===== config.mk =====
export PLATFORM = sky130hd
export DESIGN_NAME = exec_ctrl
export DESIGN_NICKNAME = d
export VERILOG_FILES = /design/src/rtl/exec_ctrl_pkg.sv /design/src/rtl/exec_ctrl_op_decode.sv /design/src/rtl/exec_ctrl.sv
export SDC_FILE = /design/constraint.sdc
export NUM_CORES = 1
export LEC_CHECK = 0
export CAP_MARGIN = 20
export CORE_MARGIN = 2
export CORE_UTILIZATION = 40
export CTS_BUF_LIST = sky130_fd_sc_hd__clkbuf_4 sky130_fd_sc_hd__clkbuf_8
export DETAILED_ROUTE_END_ITERATION = 10
export PLACE_DENSITY = 0.78
export SLEW_MARGIN = 10
export SYNTH_ARGS = -nofsm -noshare
export SYNTH_HDL_FRONTEND = slang
export SYNTH_SLANG_ARGS = --single-unit
export TNS_END_PERCENT = 20

===== constraint.sdc =====
create_clock -name clk_i -period 3.5 [get_ports clk_i]
set_input_delay 0.35 -clock clk_i [delete_from_list [all_inputs] [get_ports clk_i]]
set_output_delay 0.35 -clock clk_i [all_outputs]
set_load 0.03 [all_outputs]

===== src/rtl/exec_ctrl_pkg.sv =====
// exec_ctrl_pkg: state encoding, opcode constants and reset defaults shared by exec_ctrl
package exec_ctrl_pkg;

    typedef enum logic [2:0] {
        FETCH0,
        FETCH1,
        OPER,
        EXEC,
        STORE,
        HALT
    } state_t;

    // Opcode nibble carried in byte0[7:4]; 0xxx selects an ALU function
    localparam logic [3:0] OP_ADI = 4'h0;
    localparam logic [3:0] OP_ADD = 4'h1;
    localparam logic [3:0] OP_SUB = 4'h2;
    localparam logic [3:0] OP_AND = 4'h3;
    localparam logic [3:0] OP_OR  = 4'h4;
    localparam logic [3:0] OP_XOR = 4'h5;
    localparam logic [3:0] OP_LSL = 4'h6;
    localparam logic [3:0] OP_LSR = 4'h7;
    localparam logic [3:0] OP_LDA = 4'h8;
    localparam logic [3:0] OP_STA = 4'h9;
    localparam logic [3:0] OP_JMP = 4'hA;
    localparam logic [3:0] OP_JZ  = 4'hB;
    localparam logic [3:0] OP_JC  = 4'hC;
    localparam logic [3:0] OP_HLT = 4'hF;

    localparam logic [7:0] RESET_PC_DEF = 8'h00;

endpackage


===== src/rtl/exec_ctrl_op_decode.sv =====
// op_decode: combinational classification of the opcode nibble
//   op        in   opcode, byte0[7:4]
//   needs_mem out  instruction reads a memory operand (non-ADI ALU ops, LDA)
//   is_alu    out  ALU instruction (op[3] = 0)
//   is_store  out  STA
//   is_branch out  JMP, JZ or JC
//   is_halt   out  HLT
//   func      out  ALU function, op[2:0]
module op_decode
    import exec_ctrl_pkg::*;
(
    input  logic [3:0] op,
    output logic       needs_mem,
    output logic       is_alu,
    output logic       is_store,
    output logic       is_branch,
    output logic       is_halt,
    output logic [2:0] func
);

    assign is_alu    = !op[3];
    assign needs_mem = (is_alu && op != OP_ADI) || op == OP_LDA;
    assign is_store  = op == OP_STA;
    assign is_branch = op == OP_JMP || op == OP_JZ || op == OP_JC;
    assign is_halt   = op == OP_HLT;
    assign func      = op[2:0];

endmodule


===== src/rtl/exec_ctrl.sv =====
// exec_ctrl: fetch/decode/execute sequencer driving an external 8-op ALU
//   clk_i, rst_i (async, active high), run_i (start fetching when high)
//   mem_*    byte-wide req/ack memory port; req, we, addr, wdata are registered
//            and held until the ack cycle
//   alu_*    operands/function out to the ALU, result and flags back in
//   pc_o, acc_o, fz_o, fc_o  architectural state; halted_o high in HALT
module exec_ctrl
    import exec_ctrl_pkg::*;
#(
    parameter int                WORD_W   = 8,
    parameter logic [WORD_W-1:0] RESET_PC = RESET_PC_DEF
) (
    input  logic              clk_i,
    input  logic              rst_i,
    input  logic              run_i,
    output logic              mem_req_o,
    output logic              mem_we_o,
    output logic [WORD_W-1:0] mem_addr_o,
    output logic [WORD_W-1:0] mem_wdata_o,
    input  logic [WORD_W-1:0] mem_rdata_i,
    input  logic              mem_ack_i,
    output logic [WORD_W-1:0] alu_a_imm_o,
    output logic [WORD_W-1:0] alu_a_mem_o,
    output logic [WORD_W-1:0] alu_b_o,
    output logic [2:0]        alu_func_o,
    input  logic [WORD_W-1:0] alu_result_i,
    input  logic              alu_fz_i,
    input  logic              alu_fc_i,
    output logic [WORD_W-1:0] pc_o,
    output logic [WORD_W-1:0] acc_o,
    output logic              fz_o,
    output logic              fc_o,
    output logic              halted_o
);

    state_t            state;
    logic [3:0]        op;
    logic [WORD_W-1:0] ir1;
    logic [WORD_W-1:0] opnd;
    logic              needs_mem;
    logic              is_alu;
    logic              is_store;
    logic              is_branch;
    logic              is_halt;
    logic [2:0]        func;
    logic              ack;
    logic              take;
    logic [WORD_W-1:0] pc_inc;
    logic [WORD_W-1:0] pc_next;

    op_decode u_dec (
        .op        (op),
        .needs_mem (needs_mem),
        .is_alu    (is_alu),
        .is_store  (is_store),
        .is_branch (is_branch),
        .is_halt   (is_halt),
        .func      (func)
    );

    // Ack only counts while a request is outstanding
    assign ack     = mem_req_o && mem_ack_i;
    assign pc_inc  = pc_o + 1'b1;
    // Branch conditions use the flags registered before this instruction
    assign take    = is_branch && (op == OP_JMP || (op == OP_JZ && fz_o) || (op == OP_JC && fc_o));
    assign pc_next = take ? ir1 : pc_o;

    assign alu_a_imm_o = ir1;
    assign alu_a_mem_o = opnd;
    assign alu_b_o     = acc_o;
    assign alu_func_o  = func;

    always_ff @(posedge clk_i or posedge rst_i) begin
        if (rst_i) begin
            state       <= FETCH0;
            pc_o        <= RESET_PC;
            acc_o       <= '0;
            fz_o        <= 1'b0;
            fc_o        <= 1'b0;
            op          <= '0;
            ir1         <= '0;
            opnd        <= '0;
            mem_req_o   <= 1'b0;
            mem_we_o    <= 1'b0;
            mem_addr_o  <= '0;
            mem_wdata_o <= '0;
            halted_o    <= 1'b0;
        end else begin
            case (state)
                FETCH0: begin
                    if (ack) begin
                        op         <= mem_rdata_i[7:4];
                        pc_o       <= pc_inc;
                        mem_addr_o <= pc_inc;
                        state      <= FETCH1;
                    end else if (!mem_req_o) begin
                        // run_i only gates the start of a fetch, never an issued one
                        mem_req_o  <= run_i;
                        mem_addr_o <= pc_o;
                    end
                end
                FETCH1: begin
                    if (ack) begin
                        ir1         <= mem_rdata_i;
                        pc_o        <= pc_inc;
                        mem_addr_o  <= mem_rdata_i;
                        mem_we_o    <= is_store;
                        mem_wdata_o <= acc_o;
                        mem_req_o   <= needs_mem || is_store;
                        halted_o    <= is_halt;
                        state       <= is_halt ? HALT : is_store ? STORE : needs_mem ? OPER : EXEC;
                    end
                end
                OPER: begin
                    if (ack) begin
                        opnd      <= mem_rdata_i;
                        mem_req_o <= 1'b0;
                        state     <= EXEC;
                    end
                end
                EXEC: begin
                    if (is_alu) begin
                        acc_o <= alu_result_i;
                        fz_o  <= alu_fz_i;
                        fc_o  <= alu_fc_i;
                    end else if (op == OP_LDA) begin
                        acc_o <= opnd;
                        fz_o  <= opnd == '0;
                    end
                    pc_o       <= pc_next;
                    mem_addr_o <= pc_next;
                    mem_req_o  <= run_i;
                    state      <= FETCH0;
                end
                STORE: begin
                    // Return through an idle FETCH0 cycle so STA takes four cycles
                    if (ack) begin
                        mem_req_o <= 1'b0;
                        mem_we_o  <= 1'b0;
                        state     <= FETCH0;
                    end
                end
                HALT: begin
                    halted_o <= 1'b1;
                end
                default: state <= FETCH0;
            endcase
        end
    end

endmodule


==> flow_summary.toml <==
[clock_network]
numCtsBuffers = 9
clkTransAtPathRegs_ps = 70
postCtsSetupBuffers = 0
cts_hold_buf = 0
cts.sink_count = 60
cts_buffer_depth = 2
cts_tree = "built"
post_cts_resized = 0
clk_latency_ps = 340
cts_root_buffer = "clkbuf_8"
h-tree-depth = 3

[pwr]
power.switching_w = 0.00234
p_comb_share_pct = 56.8
p_per_area_nw_per_um2 = 1110
switching_share_pct = 47.8
ir_drop_uv = 570
sequentialPowerShare_pct = 30.3
clkPwrFrac_pct = 12.9
p_int_w = 0.00255
p_leak_nw = 1.74

[yosys]
syn_nets = 361
synth_top_area_share_pct = 44.5
netlist_instances = 338
synth.top_cells.by_area = "dfrtp_1, mux2_2, nand2_1"
synth_top_family_by_area = "compound AO/OA/AOI/OAI gates"
ys_seq_area_share_pct = 44.5
synth-compound-area-share_pct = 18.5
synth-xor-area-share_pct = 1.82
avgSynthCellArea_um2 = 9.98
ys.flop_type = "dfrtp_1"
synth_area_um2 = 3370
yosysUniqueCellTypes = 57
synthMuxAreaShare_pct = 12.9
yosys.area_share.adder_pct = 0.371
synth_edf_count = 0
synth-simple-area-share_pct = 15.4
yosys_register_bits = 60
async_reset_ff_share_pct = 100
synth_warnings = 0
yosysTopAreaCell = "dfrtp_1"

[place]
place_ws_ps = 864
dp_cells = 496
place_area_um2 = 4180
gp_congestion = 0.938
hpwl_mm = 6.64
io_buffers = 85

[sta]
period_needed_ps = 2330
max_slew.worst_pin.slew_ps = 746
period_share_pct = 66.7
slew_viol_final = 0
hold_ws_ps = 397
finalSetupViolCount = 0
slew_headroom_pct = 50.3
setup_tns_ps = 0
worst_slack_ps = 1170
hold_viol = 0
skew_ps = 6.66
fmax_ghz = 0.429
rsz0062_at_grt = "false"

[critical_path]
crit_path_max_fanout = 15
cpMaxStageDelayCell = "clkdlybuf4s50_1"
rr_startpoint = "state[1]"
crit_start = "mem_ack_i"
crit_path_max_incr_delay_ps = 720
critPathKind = "input port to register"
required_ps = 3730
path_buf_inv = 1
arrival_ps = 2560
cp_top_family = "simple AND/OR/NAND/NOR gates"
path_cells = "clkdlybuf4s50_1 -> nand2_1 -> nor3_2 -> mux2_2"
endpoint_kind = "register"
start_kind = "input port"

[drt]
vias = 3034
routedWlPerCell_um = 17.9
routed_via_density = 5.91
antenna_left = 0
dr.pass1.iters = 5
drcViolationCount = 0
drt_iter0_drc = 198
routed_wl_mm = 9.17

[grt]
grt_max_degree = 32
antenna_found_initial = 0
grt_pass1_vias = 2707
gr-usage-all-layers_pct = 20.9
globalRouteOverflowTotal = 0
grt_pass1_wl_mm = 14.4

[cells_and_area]
nFillCells = 729
finalInstanceArea_um2 = 4390
num_antenna_cells = 0
drive_gt1_share_pct = 14.2
area_growth_pct = 30.1
fin_cells = 513
fin_nets = 426

[min_path]
hp-class = "input port to asynchronous set/reset pin"

[die]
io_pins = 86
start_util_pct = 41.2
fp.dieW_um = 95.8
die_h_um = 95.8
rows = 33
die_area_um2 = 9180
core_area_um2 = 8180

[status]
status = "completed"

[flow_run]
max-cap-violations = 0
## layout by cell type (no fill, tap or decap), types with 10 or more instances in the layout
cell / n
mux2_2: 29
dfrtp_1: 60
o21ai_0: 21
nor3_1: 11
o211ai_1: 12
nand2_1: 35
nand3_1: 11
a21oi_1: 12
mux2i_1: 11
clkdlybuf4s50_1: 85
a31oi_1: 10
nor2_1: 11
## per-layer routing
layer | routed length [um] | track usage [%]
met3 | 602 | 3.52
met1 | 4060 | 30.3
met4 | 222 | 9.64
met2 | 4290 | 30.4
met5 | 0 | 0
## cells in the mapped netlist (2+ instances only)
cell / number
dfrtp_1: 60
buf_2: 4
and2_1: 2
a31oi_1: 10
a21oi_1: 12
buf_4: 12
nand4_1: 2
buf_1: 3
nor2_1: 11
a221oi_1: 2
nor3_1: 11
xor2_1: 2
buf_6: 2
nand2b_1: 3
a221o_1: 2
o221ai_1: 4
o211ai_1: 12
o21ai_0: 21
xnor2_1: 5
o22ai_1: 2
nand3b_1: 2
nand4bb_1: 2
o31ai_1: 2
and3_1: 3
nand2_1: 35
nor4_1: 5
mux2_2: 29
clkbuf_1: 14
nor2b_1: 2
inv_1: 6
mux2i_1: 11
nand3_1: 11
a211oi_1: 8
a21o_1: 3
## flip-flops by register name (all words and copies together), names as in the netlist
signal	count
acc_o	8
alu_a_imm_o	8
alu_a_mem_o	8
fc_o	1
fz_o	1
halted_o	1
mem_addr_o	8
mem_req_o	1
mem_wdata_o	8
mem_we_o	1
op	4
pc_o	8
state	3
## worst reg2reg max path, cell delays in order, from the launching register on
cell     delay (ps)
dfrtp_1         830
and3b_1         580
o21ai_1         280
buf_4           260
o21ai_0         180
## power by group through the flow
stage / clock network, W / registers (W) / logic, W
2_1_floorplan: 0 / 0.00183 / 0.00148
3_3_place_gp: 0 / 0.00148 / 0.00272
3_5_place_dp: 0 / 0.00149 / 0.00276
4_1_cts: 0.000644 / 0.00148 / 0.00277
5_1_grt: 0.000669 / 0.00154 / 0.00299
6_report: 0.000632 / 0.00148 / 0.00278
## stage by stage
| stage | total power, W | utilization [%] |
|---|---|---|
| detailed placement | 0.00425 | 51.1 |
| floorplan | 0.00331 | - |
| finish | 0.00489 | 53.7 |
| global placement | 0.00420 | 51.1 |
| global route | 0.00520 | 53.7 |
| CTS | 0.00490 | 53.6 |
## final cells by class
class                           instances  area [um2]  area share, %
Multi-Input combinational cell        237        1650           37.6
Sequential cell                        60        1500           34.2
Timing Repair Buffer                   89         881           20.1
Tap cell                              105         131           2.99
Clock buffer                            9         124           2.82
Clock inverter                          7        75.1           1.71
Inverter                                6        22.5          0.513
## logic make-up (layout without fill, tap and decap cells)
logic type	after synthesis	count (layout)
fa+ha+maj	1	1
compound gates	90	90
xor+xnor	7	7
flops	60	60
mux	40	40
buf+inv	41	111
simple gates	99	99
## final timing paths
check,to,slack [ps],depth (start not counted)
min reg2reg,mem_addr_o[4],500,2
max reg2reg,acc_o[5],1290,4
min,acc_o[1],400,2
max in group asynchronous,mem_req_o,2270,3
max,alu_a_mem_o[4],1170,4
min in group clk_i,mem_addr_o[4],500,2
(Power assumes the default switching activity.)
